### config.mk
export PLATFORM = sky130hd
export DESIGN_NAME = snitch_streamctl_source
export DESIGN_NICKNAME = d
export VERILOG_FILES = /design/src/rtl/snitch_streamctl_source.sv
export SDC_FILE = /design/constraint.sdc
export NUM_CORES = 1
export LEC_CHECK = 0
export BUFFER_PORTS_ARGS = -buffer_cell sky130_fd_sc_hd__buf_2
export CELL_PAD_IN_SITES_DETAIL_PLACEMENT = 0
export CELL_PAD_IN_SITES_GLOBAL_PLACEMENT = 2
export CORE_ASPECT_RATIO = 1.4
export CORE_MARGIN = 3
export CORE_UTILIZATION = 46
export DETAILED_ROUTE_END_ITERATION = 8
export PLACE_DENSITY = 0.81
export SLEW_MARGIN = 10
export SYNTH_ARGS = -nofsm -noshare
export SYNTH_HDL_FRONTEND = slang
export SYNTH_SLANG_ARGS = --single-unit
### constraint.sdc
create_clock -name clk_i -period 3.38 [get_ports clk_i]
set_input_delay 0.338 -clock clk_i [delete_from_list [all_inputs] [get_ports clk_i]]
set_output_delay 0.338 -clock clk_i [all_outputs]
set_load 0.02 [all_outputs]
### src/rtl/snitch_streamctl_source.sv
// snitch_streamctl_source: emits N continue tokens then one done token per posted stream job.
// SNITCH_STREAMCTL_CREDIT_EN gates continue tokens on SSR element credits. Rev 1.0
`default_nettype none

module snitch_streamctl_source #(
    parameter int unsigned JobDepth    = 4,
    parameter int unsigned LenWidth    = 16,
    parameter int unsigned CreditWidth = 4
) (
    input  logic                   clk_i,
    input  logic                   rst_ni,
    input  logic                   flush_i,
    input  logic [LenWidth-1:0]    job_len_i,
    input  logic                   job_valid_i,
    output logic                   job_ready_o,
    input  logic                   elem_valid_i,
    output logic                   elem_ready_o,
    output logic [CreditWidth-1:0] credit_o,
    output logic                   streamctl_valid_o,
    output logic                   streamctl_done_o,
    input  logic                   streamctl_ready_i,
    output logic                   busy_o
);

    localparam int unsigned PtrWidth = (JobDepth > 1) ? $clog2(JobDepth) : 1;
    localparam int unsigned CntWidth = $clog2(JobDepth + 1);

    localparam logic [1:0] StIdle = 2'd0;
    localparam logic [1:0] StRun  = 2'd1;
    localparam logic [1:0] StDone = 2'd2;

    logic [LenWidth-1:0] fifo_mem_q [JobDepth];
    logic [PtrWidth-1:0] wr_ptr_q, rd_ptr_q;
    logic [CntWidth-1:0] count_q;
    logic                fifo_empty, fifo_full, push, pop;
    logic [LenWidth-1:0] fifo_head;

    logic [1:0]          state_q, state_d;
    logic [LenWidth-1:0] rem_q, rem_d;
    logic                credit_ok, cont_hs;

    function automatic logic [PtrWidth-1:0] ptr_inc(input logic [PtrWidth-1:0] p);
        return (p == PtrWidth'(JobDepth - 1)) ? '0 : p + 1'b1;
    endfunction

    assign fifo_empty  = (count_q == '0);
    assign fifo_full   = (count_q == CntWidth'(JobDepth));
    assign job_ready_o = ~fifo_full;
    assign push        = job_valid_i & ~fifo_full;
    assign fifo_head   = fifo_mem_q[rd_ptr_q];

    always_ff @(posedge clk_i) begin
        if (push) begin
            fifo_mem_q[wr_ptr_q] <= job_len_i;
        end
    end

    always_ff @(posedge clk_i or negedge rst_ni) begin
        if (!rst_ni) begin
            wr_ptr_q <= '0;
            rd_ptr_q <= '0;
            count_q  <= '0;
        end else if (flush_i) begin
            wr_ptr_q <= '0;
            rd_ptr_q <= '0;
            count_q  <= '0;
        end else begin
            if (push) wr_ptr_q <= ptr_inc(wr_ptr_q);
            if (pop)  rd_ptr_q <= ptr_inc(rd_ptr_q);
            if (push && !pop)      count_q <= count_q + 1'b1;
            else if (!push && pop) count_q <= count_q - 1'b1;
        end
    end

    // State register
    always_ff @(posedge clk_i or negedge rst_ni) begin
        if (!rst_ni) begin
            state_q <= StIdle;
            rem_q   <= '0;
        end else if (flush_i) begin
            state_q <= StIdle;
            rem_q   <= '0;
        end else begin
            state_q <= state_d;
            rem_q   <= rem_d;
        end
    end

    // Next-state logic
    always_comb begin
        state_d = state_q;
        rem_d   = rem_q;
        pop     = 1'b0;
        cont_hs = 1'b0;
        case (state_q)
            StIdle: begin
                if (!fifo_empty) begin
                    pop     = 1'b1;
                    rem_d   = fifo_head;
                    state_d = (fifo_head != '0) ? StRun : StDone;
                end
            end
            StRun: begin
                if (credit_ok && streamctl_ready_i) begin
                    cont_hs = 1'b1;
                    rem_d   = rem_q - 1'b1;
                    if (rem_q == LenWidth'(1)) state_d = StDone;
                end
            end
            StDone: begin
                if (streamctl_ready_i) state_d = StIdle;
            end
            default: state_d = StIdle;
        endcase
    end

    // Outputs depend on registered state only
    always_comb begin
        streamctl_valid_o = 1'b0;
        streamctl_done_o  = 1'b0;
        case (state_q)
            StRun:   streamctl_valid_o = credit_ok;
            StDone: begin
                streamctl_valid_o = 1'b1;
                streamctl_done_o  = 1'b1;
            end
            default: ;
        endcase
    end

    assign busy_o = (state_q != StIdle) | ~fifo_empty;

`ifdef SNITCH_STREAMCTL_CREDIT_EN
    logic [CreditWidth-1:0] credit_q, credit_d;
    logic                   credit_max, elem_acc;

    assign credit_max   = (credit_q == '1);
    assign elem_ready_o = ~credit_max;
    assign elem_acc     = elem_valid_i & ~credit_max;
    assign credit_ok    = (credit_q != '0);
    assign credit_o     = credit_q;

    always_comb begin
        credit_d = credit_q;
        if (elem_acc && !cont_hs)      credit_d = credit_q + 1'b1;
        else if (!elem_acc && cont_hs) credit_d = credit_q - 1'b1;
    end

    always_ff @(posedge clk_i or negedge rst_ni) begin
        if (!rst_ni) begin
            credit_q <= '0;
        end else if (flush_i) begin
            credit_q <= '0;
        end else begin
            credit_q <= credit_d;
        end
    end
`else
    logic unused_elem_valid;

    assign unused_elem_valid = elem_valid_i;
    assign elem_ready_o      = 1'b1;
    assign credit_ok         = 1'b1;
    assign credit_o          = '0;
`endif

endmodule

`default_nettype wire

==> metrics.txt, run 1 <==
status=finished clean; type of the tightest min-delay check=input pin to async pin; TritonCTS buffer count=9; Tcrit/Tclk final=0.710; initial antenna violation count=0; CTS resizes=0; worst path bufs/invs=1; Async S/R FF share, synth=0.281; Cell Chain, Critical Path=buf_4 -> mux4_1 -> nor4_1 -> and4_1 -> a21oi_1 -> a211oi_2; CTS H-tree depth=3; Placeable Area=0.00871 mm^2; # clock sinks=89; fin area=0.00463 mm^2; root buf cell=clkbuf_16; peak supply drop=0.707 mV; Setup Viol. Count Final=0; Setup Fix Bufs, Post-CTS=0; synth warn=0; Power Dens Cells=872 mW/mm^2; final antenna-violating net count=0; PortBufs=24; cts hold-fix bufs=0; Overall Power=4.04 mW; Crit-path slowest cell=mux4_1; max-cap check violation count=0; RePlAce Congestion=0.719; ys flop type=edfxtp_1; dpl cells=409; Die X-Extent=86.4 um; Final TNS setup=0 ns; post-route insts no fill=425; std cell rows=40; global route overflow=0; Synth Instances=293; deepest clock path buffer count=2; Post-synth EDFFs=64; worst-path maximum fanout=19; Critical Path End Type=register; Wirelength per Cell=17.6 um; Fin. Hold Viols=0; first-pass GRT wire length=12300 um; RSZ-0062 raised after global routing=false; DR iter-0 viols=97; clock-pin slew on the worst setup and hold paths=0.06 ns; Achievable Freq=417 MHz; vias in the first global route=2355; Max Slew Vio Count=0; Starting Density=0.478; total die area=0.0102 mm^2; Worst-Margin Slew=0.826 ns; Rel. slew slack=0.449; chip height=119 um; LEAKAGE=1.72 nW; Final Util=0.532; critical path required time=3.63 ns; synthesis-stage register bit count=89; final routed DRC violation total=0; Vias per Instance=5.62; Mapped Area=0.00417 mm^2; Tot GR Track Use=0.159; Area after DPL=0.00432 mm^2; io pins=31; DP Worst Slack=0.919 ns; Final min period=2.40 ns; Synth cell types=49; worst setup path class=register to register; skew final=0.00663 ns; layout cells sized above 1=0.159; hpwl dp=5070 um; largest net degree at the start of global routing=28; reg-to-reg setup timing slack=0.98 ns; cell family with most CP delay=simple AND/OR/NAND/NOR gates; Final Hold Slack=0.0141 ns; Nets=348; diodes inserted=0; slowest cell delay on critical path=0.65 ns; Seq/Total Area, Yosys=0.612; Avg Synthesized Cell Area=14.2 um^2; Clock Latency Late Sink=0.33 ns; Layout area overhead=11.2%; Via Count=2388; CTS tree=built; routed wire length=7490 um; post-route setup slack=0.981 ns; Worst setup SP type=register; Data arrival, critical path=2.64 ns; DRT Pass-1 Iters=4
[registers in the layout (all words and copies together), names as in the netlist]
name,cells
rd_ptr_q,2
count_q,3
fifo_mem_q,64
rem_q,16
wr_ptr_q,2
state_q,2
[metal layers]
metal | vias to the layer above | share of wire | global-route usage
met3 | 6 | 0.031 | 0.0425
met5 | - | 0 | 0
li1 | 1173 | - | -
met1 | 1166 | 0.43 | 0.202
met4 | 0 | 0.0083 | 0.0556
met2 | 43 | 0.53 | 0.261
[worst paths after layout]
| path | end | cells past startpoint | start |
|---|---|---|---|
| worst max register to register | state_q[1] | 6 | rd_ptr_q[0] |
| worst max-delay path | state_q[1] | 6 | rd_ptr_q[0] |
| worst min-delay path | state_q[1] | 1 | rst_ni |
| min in group clk_i | fifo_mem_q[3][7] | 1 | job_len_i[7] |
| worst min register to register | count_q[2] | 2 | count_q[2] |
| max in group asynchronous | wr_ptr_q[1] | 1 | rst_ni |
[area by class of cell]
| type | count | area, um^2 |
|---|---|---|
| Clock buffer | 11 | 233 |
| Clock inverter | 5 | 80.1 |
| Fill cell | 771 | 4080 |
| Inverter | 10 | 37.5 |
| Multi-Input combinational cell | 176 | 1450 |
| Sequential cell | 89 | 2550 |
| Tap cell | 105 | 131 |
| Timing Repair Buffer | 29 | 158 |
[layout by cell type (no fill, tap or decap), types with 3 or more instances in the layout]
| cell | instances |
|---|---|
| edfxtp_1 | 64 |
| nor3_1 | 10 |
| a22oi_1 | 14 |
| and3_1 | 5 |
| and2_1 | 3 |
| mux4_1 | 11 |
| o21a_1 | 5 |
| buf_2 | 24 |
| inv_1 | 10 |
| clkbuf_16 | 9 |
| mux4_2 | 5 |
| mux2i_1 | 6 |
| o21ai_1 | 11 |
| ha_1 | 10 |
| nand2_1 | 7 |
| o21ai_0 | 3 |
| buf_4 | 5 |
| nor4_1 | 10 |
| nor2b_1 | 4 |
| dfrtp_1 | 25 |
| conb_1 | 5 |
| nor3b_1 | 3 |
| nor2_1 | 16 |
| a21oi_1 | 20 |
[where the power goes]
group	leakage, nW	internal, mW	switching, mW	total, mW
registers	0.921	1.36	0.152	1.51
logic	0.648	0.624	0.869	1.49
clock network	0.147	0.646	0.386	1.03
[Yosys cell counts, types with 4 or more instances]
library cell | number | area (um^2)
edfxtp_1 | 64 | 1920
dfrtp_1 | 25 | 626
a21oi_1 | 20 | 100
nor2_1 | 16 | 60.1
a22oi_1 | 14 | 105
mux4_1 | 11 | 289
o21ai_1 | 11 | 55.1
clkbuf_1 | 10 | 37.5
ha_1 | 10 | 125
inv_1 | 10 | 37.5
nor3_1 | 10 | 50.1
nor4_1 | 10 | 62.6
nand2_1 | 7 | 26.3
buf_4 | 6 | 45.0
mux2i_1 | 6 | 60.1
and3_1 | 5 | 31.3
mux4_2 | 5 | 113
o21a_1 | 5 | 37.5
nor2b_1 | 4 | 25.0
[cells by family (layout without fill, tap and decap cells)]
logic type,after synthesis,after routing,share of synthesized area
buffers and inverters,31,55,0.0439
xor gates and xnor gates,2,2,0.00421
other,2,5,0.00180
DFF,89,89,0.612
AOI/OAI and AO/OA,60,60,0.0895
adders and majority gates,11,11,0.0348
and+or+nand+nor,75,75,0.101
muxes,23,23,0.114
No activity file was read; power rests on OpenSTA's default activity.
==> run 2, diff against run 1 <==
ABC_AREA = 1   (was unset)
CORE_UTILIZATION = 38   (was 46)
PLACE_DENSITY = 0.75   (was 0.81)
clock period = 2.28 ns   (was 3.38 ns; I/O delays follow)
==> run 2 against run 1 <==
Net effect:
- routed wire length increased by 20%
- global-route usage decreased by 0.27 points
- combinational power increased by 66%
- largest power group is now combinational logic
- total power increased by 50%
- utilization decreased by 8.9 points
- highest routed layer unchanged
- die area increased by 25%
- clock skew increased by 0.0020 ns
==> metrics.txt, run 2 <==
Data arrival, critical path=2.18 ns (-0.46 ns); peak supply drop=0.570 mV (-19%); Tot GR Track Use=0.157 (-0.00272); Worst-Margin Slew=0.620 ns (-0.206 ns); Starting Density=0.394 (-0.0842); # clock sinks=89 (unchanged); clock-pin slew on the worst setup and hold paths=0.07 ns (about the same); max reg flops=64 (unchanged); RePlAce Congestion=0.745 (+3.7%); Tcrit/Tclk final=0.862 (+0.152); Critical Path End Type=register; Nets=516 (+48%); Clk network pwr share=0.233 (-0.023); Power Dens Cells=1240 mW/mm^2 (+42%); footprint of the multi-input gates=0.00150 mm^2 (+3.5%); routed wire length=9020 um (+20%); Seq/Total Area, Yosys=0.586 (-0.0259); top post-synthesis cells by count=nand2_1, edfxtp_1, nand3_1; synthesis-stage register bit count=89 (unchanged); Vias per Instance=4.75 (-15%); switching share of total power=0.396 (+0.0472); FILL cells=1089 (+41%); status=finished clean; total die area=0.0128 mm^2 (+25%); Synth area leaders=edfxtp_1, dfrtp_1, nand2_1; Rel. slew slack=0.586 (+0.137); Crit-path slowest cell=dfrtp_1; layout cells sized above 1=0.133 (-0.0259); Max Slew Vio Count=0 (unchanged); fin area=0.00489 mm^2 (+5.5%); commonest cells after routing, fill and taps aside=nand2_1, edfxtp_1, nand3_1; type of the tightest min-delay check=input pin to register; reg-to-reg setup timing slack=0.32 ns (-0.67 ns); Top reg by flops=fifo_mem_q; FF/Latch Area=0.00255 mm^2 (unchanged); dpl cells=612 (+50%); Layout area overhead=12.3%; worst r2r src=count_q[1]; Clock Latency Late Sink=0.33 ns (about the same); Setup Fix Bufs, Post-CTS=0 (unchanged); LEAKAGE=2.06 nW (+20%); cell with the most instances after synthesis=nand2_1; post-route insts no fill=628 (+48%); grt peak-use layer=met2; largest net degree at the start of global routing=33 (+18%); worst setup path class=register to register; root buf cell=clkbuf_16; Cell Chain, Critical Path=inv_1 -> nand3_2 -> nand2_2 -> inv_2 -> nand2_1 -> inv_1 -> fa_1 -> xnor2_1 -> nand2_1 -> nand2_1 -> o21ai_0; Area after DPL=0.00459 mm^2 (+6.3%); ys flop type=edfxtp_1; met2 Use GR=0.267 (+0.00512); GR Util met1=0.198 (-0.00422); Via Count=2984 (+25%); Worst setup SP type=register; Hold EP=fifo_mem_q[1][0]; final antenna-violating net count=0 (unchanged); Overall Power=6.07 mW (+50%); skew final=0.00860 ns (+0.00196 ns); most used cell, CP=nand2_1; combinational power share=0.407 (+0.037); Placeable Area=0.0110 mm^2 (+27%); PortBufs=24 (unchanged); most common cell after layout, fill and taps aside=nand2_1; internal power=3.67 mW (+39%); Async S/R FF share, synth=0.281 (unchanged); RSZ-0062 raised after global routing=false; Top Registers=fifo_mem_q: 64 flops, rem_q: 16 flops, count_q: 3 flops; Post-synth EDFFs=64 (unchanged); deepest clock path buffer count=2 (unchanged); Flop pwr share=0.360 (-0.015); first-pass GRT wire length=15100 um (+22%); TritonCTS buffer count=9 (unchanged); Hold Path Cell Cnt=1; R2R depth=11 (+5); Final TNS setup=0 ns (unchanged); CTS H-tree depth=3 (unchanged); grt met3 use=0.0290 (-0.0135); share of the synthesized area in the top cell type=0.442 (-0.0195); DRT Pass-1 Iters=5 (+1); Wirelength per Cell=14.4 um (-18%); vias in the first global route=2934 (+25%); Switch Pwr=2.40 mW (+71%); std cell rows=45 (+13%); initial antenna violation count=0 (unchanged); DR iter-0 viols=108 (+11%); Final min period=1.96 ns (-0.434 ns); Die X-Extent=96.4 um (+12%); global route overflow=0 (unchanged); Setup Viol. Count Final=0 (unchanged); chip height=133 um (+12%); CTS resizes=0 (unchanged); critical path required time=2.50 ns (-1.13 ns); final routed DRC violation total=0 (unchanged); Synth Instances=454 (+55%); CTS tree=built; Fin. Hold Viols=0 (unchanged); Synth cell types=36 (-27%); Achievable Freq=509 MHz (+22%); max-cap check violation count=0 (unchanged); worst hold start=job_len_i[0]; worst-path maximum fanout=6 (-13); synth warn=0 (unchanged); Synth area leader=edfxtp_1; Mapped Area=0.00435 mm^2 (+4.4%); Crit Reg-Reg Endpoint=count_q[2]; diodes inserted=0 (unchanged); io pins=31 (unchanged); slowest cell delay on critical path=0.41 ns (-0.24 ns); hpwl dp=6310 um (+25%); Avg Synthesized Cell Area=9.58 um^2 (-33%)
run 2: cell types whose count changed after synthesis, moves of 11 or more:
cell	previous run	this run
a22oi_1	14	0
nor2_1	16	27
nand3_1	1	44
inv_1	10	35
o21ai_0	3	23
mux4_1	11	0
nand2_1	7	135
run 2: kinds of logic after synthesis:
family                     Yosys count  share of synthesized area
AOI/OAI and AO/OA                   61                     0.0762
xor gates and xnor gates             5                     0.0101
adders and majority gates           11                     0.0334
buffers and inverters               62                     0.0728
DFF                                 89                      0.586
other                                2                    0.00173
and+or+nand+nor                    224                      0.220
run 2: through the flow:
stage / setup slack (ns) / util / hold slack (ns)
global placement: 0.386 / 0.416 / 0.286
finish: 0.316 / 0.443 / 0.102
CTS: 0.299 / 0.443 / 0.0871
detailed placement: 0.330 / 0.416 / 0.292
global route: 0.0754 / 0.443 / 0.0936
floorplan: 0.406 / - / -0.0676
run 2: timing repair:
item,4_1_cts,5_1_grt
setup endpoints to repair,0,0
hold endpoints to repair,25,0
hold buffers,1,0
run 2: area by class of cell:
class / instances / share of cell area
well taps: 141 / 0.0361
repair buffers: 36 / 0.0461
inverters: 41 / 0.0320
flip-flops and latches: 89 / 0.521
clock inverters: 5 / 0.0113
multi-input cells: 306 / 0.306
clock buffers: 10 / 0.0469
run 2: metal layers:
layer | vias to the layer above | routed length [um]
met5 | - | 0
met4 | 0 | 112
met3 | 6 | 185
met2 | 35 | 4800
met1 | 1375 | 3930
li1 | 1568 | -
run 2: worst max path at each step:
stage | from | to | depth (start not counted)
after floorplan | count_q[1] | count_q[2] | 11
final | count_q[1] | count_q[2] | 11
after global routing | count_q[1] | count_q[2] | 11
after global placement | count_q[1] | count_q[2] | 11
after detailed placement | count_q[1] | count_q[2] | 11
after CTS | count_q[1] | count_q[2] | 11
run 2: power by group through the flow:
| stage | clock, mW | combinational, mW | sequential (mW) |
|---|---|---|---|
| after floorplan | 0 | 1.92 | 2.17 |
| after global placement | 0 | 2.49 | 2.21 |
| after detailed placement | 0 | 2.50 | 2.22 |
| after CTS | 1.46 | 2.52 | 2.18 |
| after global routing | 1.55 | 2.88 | 2.21 |
| final | 1.41 | 2.47 | 2.18 |
run 2: worst max-delay path, delay by kind of cell, from the launching register on:
| kind | cells | cell delay (ns) |
|---|---|---|
| xor gates and xnor gates | 1 | 0.20 |
| adders and majority gates | 1 | 0.38 |
| and+or+nand+nor | 5 | 0.50 |
| AOI/OAI and AO/OA | 1 | 0.07 |
| buffers and inverters | 3 | 0.28 |
| DFF | 1 | 0.41 |
==> run 3, diff against run 2 <==
REMOVE_ABC_BUFFERS = 1   (was unset)
==> run 3 against run 2 <==
Net effect:
- routed wire length shrank 1.2%
- highest routed layer unchanged
- sequential share of layout area grew 0.27 points
- count of clock-buffer cells in the layout decreased by 1
- critical endpoint unchanged
==> metrics.txt, run 3 (synthesis results as in run 2) <==
Tot GR Track Use=0.151 (-0.00553); Vias per Instance=4.77 (+0.44%); fin area=0.00486 mm^2 (-0.51%); Worst Setup EP=count_q[2]; Critical Path End Type=register; Clk network pwr share=0.229 (-0.004); chip height=133 um (unchanged); # clock sinks=89 (unchanged); combinational power share=0.404 (-0.003); R2R depth=11 (unchanged); routed wire length=8910 um (-1.2%); deepest clock path buffer count=2 (unchanged); max reg flops=64 (unchanged); Data arrival, critical path=2.15 ns (-0.03 ns); switching share of total power=0.406 (+0.0103); io pins=31 (unchanged); Layout area overhead=11.8%; worst r2r src=count_q[1]; std cell rows=45 (unchanged); first-pass GRT wire length=14500 um (-4.1%); Setup Fix Bufs, Post-CTS=0 (unchanged); CTS resizes=0 (unchanged); diodes inserted=0 (unchanged); worst setup path class=register to register; reg-to-reg setup timing slack=0.35 ns (+0.03 ns); global route overflow=0 (unchanged); layout cells sized above 1=0.140 (+0.00616); crit path from=count_q[1]; LEAKAGE=2.05 nW (-0.61%); met2 Use GR=0.248 (-0.0188); worst-path maximum fanout=6 (unchanged); Worst-Margin Slew=0.602 ns (-0.0180 ns); Max Slew Vio Count=0 (unchanged); TritonCTS buffer count=9 (unchanged); Fin. Hold Viols=0 (unchanged); Setup Viol. Count Final=0 (unchanged); grt peak-use layer=met2; Tcrit/Tclk final=0.846 (-0.0152); Flop pwr share=0.368 (+0.008); Hold Path Cell Cnt=1 (unchanged); Final min period=1.93 ns (-0.0347 ns); slowest cell delay on critical path=0.40 ns (about the same); most used cell, CP=nand2_1; final antenna-violating net count=0 (unchanged); total die area=0.0128 mm^2 (unchanged); max-cap check violation count=0 (unchanged); largest net degree at the start of global routing=33 (unchanged); RSZ-0062 raised after global routing=false; Top reg by flops=fifo_mem_q; Worst setup SP type=register; initial antenna violation count=0 (unchanged); CTS tree=built; DR iter-0 viols=97 (-10%); Rel. slew slack=0.598 (+0.0120); DRT Pass-1 Iters=6 (+1); Achievable Freq=518 MHz (+1.8%); Crit-path slowest cell=dfrtp_1; Switch Pwr=2.42 mW (+0.87%); RePlAce Congestion=0.792 (+6.2%); PortBufs=24 (unchanged); hpwl dp=6170 um (-2.3%); Via Count=2997 (+0.44%); Area after DPL=0.00457 mm^2 (-0.44%); vias in the first global route=2839 (-3.2%); internal power=3.54 mW (-3.4%); most common cell after layout, fill and taps aside=nand2_1; Wirelength per Cell=14.2 um (-1.2%); clock-pin slew on the worst setup and hold paths=0.06 ns (about the same); skew final=0.00669 ns (-0.00191 ns); Final TNS setup=0 ns (unchanged); Top Registers=fifo_mem_q: 64 flops, rem_q: 16 flops, count_q: 3 flops; Power Dens Cells=1230 mW/mm^2 (-1.2%); type of the tightest min-delay check=input pin to register; Crit Reg-Reg Endpoint=count_q[2]; Starting Density=0.394 (unchanged); Nets=515 (-0.19%); final routed DRC violation total=0 (unchanged); grt met3 use=0.0284 (-0.000569); GR Util met1=0.197 (-0.00112); critical path required time=2.50 ns (about the same); Cell Chain, Critical Path=inv_1 -> nand3_2 -> nand2_2 -> inv_2 -> nand2_1 -> inv_1 -> fa_1 -> xnor2_1 -> nand2_1 -> nand2_1 -> o21ai_0; Placeable Area=0.0110 mm^2 (unchanged); peak supply drop=0.551 mV (-3.3%); root buf cell=clkbuf_16; CTS H-tree depth=3 (unchanged); post-route setup slack=0.350 ns (+0.0347 ns); commonest cells after routing, fill and taps aside=nand2_1, edfxtp_1, nand3_1; Die X-Extent=96.4 um (unchanged); Clock Latency Late Sink=0.33 ns (about the same); status=finished clean; DP Worst Slack=0.342 ns (+0.0120 ns)
[run 3: worst max-delay path, delay by kind of cell (launching register included)]
kind            cells  cell delay (ns)
compound gates      1             0.07
xor+xnor            1             0.19
fa+ha+maj           1             0.37
buf+inv             3             0.28
flops               1             0.40
simple gates        5             0.50
[run 3: cell type report]
cell class	count	area, um^2
Fill cell	1113	6170
Sequential cell	89	2550
Clock inverter	7	53.8
Inverter	41	156
Tap cell	141	176
Clock buffer	9	225
Multi-Input combinational cell	306	1500
Timing Repair Buffer	35	205
[run 3: per-layer routing]
metal | wire [um] | share of wire
met5 | 0 | 0
met4 | 127 | 0.014
met3 | 325 | 0.036
met2 | 4580 | 0.51
met1 | 3890 | 0.44
[run 3: per-stage QoR]
step | power (mW) | utilization | hold slack, ns | cells
after floorplan | 3.93 | - | -0.0676 | 436
after global placement | 4.65 | 0.414 | 0.283 | 611
after detailed placement | 4.67 | 0.414 | 0.288 | 611
after CTS | 6.06 | 0.440 | 0.0948 | 628
after global routing | 6.52 | 0.440 | 0.0959 | 628
final | 5.97 | 0.440 | 0.102 | 628
[run 3: repair_timing]
item,in CTS,in global routing
endpoints found under the setup margin,0,0
hold endpoints to repair,25,0
hold buffers,1,0
[run 3: worst min-delay path by stage]
stage	start	end	slack, ns
2_1_floorplan	rst_ni	count_q[0]	-0.07
3_3_place_gp	rst_ni	rem_q[10]	0.28
3_5_place_dp	rst_ni	rem_q[10]	0.29
4_1_cts	job_len_i[15]	fifo_mem_q[2][15]	0.09
5_1_grt	job_len_i[12]	fifo_mem_q[2][12]	0.1
6_report	job_len_i[7]	fifo_mem_q[1][7]	0.10
[run 3: power by group through the flow]
stage               registers [mW]  clock network (mW)  logic [mW]
global placement              2.22                   0        2.43
CTS                           2.19                1.40        2.46
global route                  2.22                1.49        2.81
floorplan                     2.23                   0        1.69
finish                        2.19                1.36        2.41
detailed placement            2.23                   0        2.44
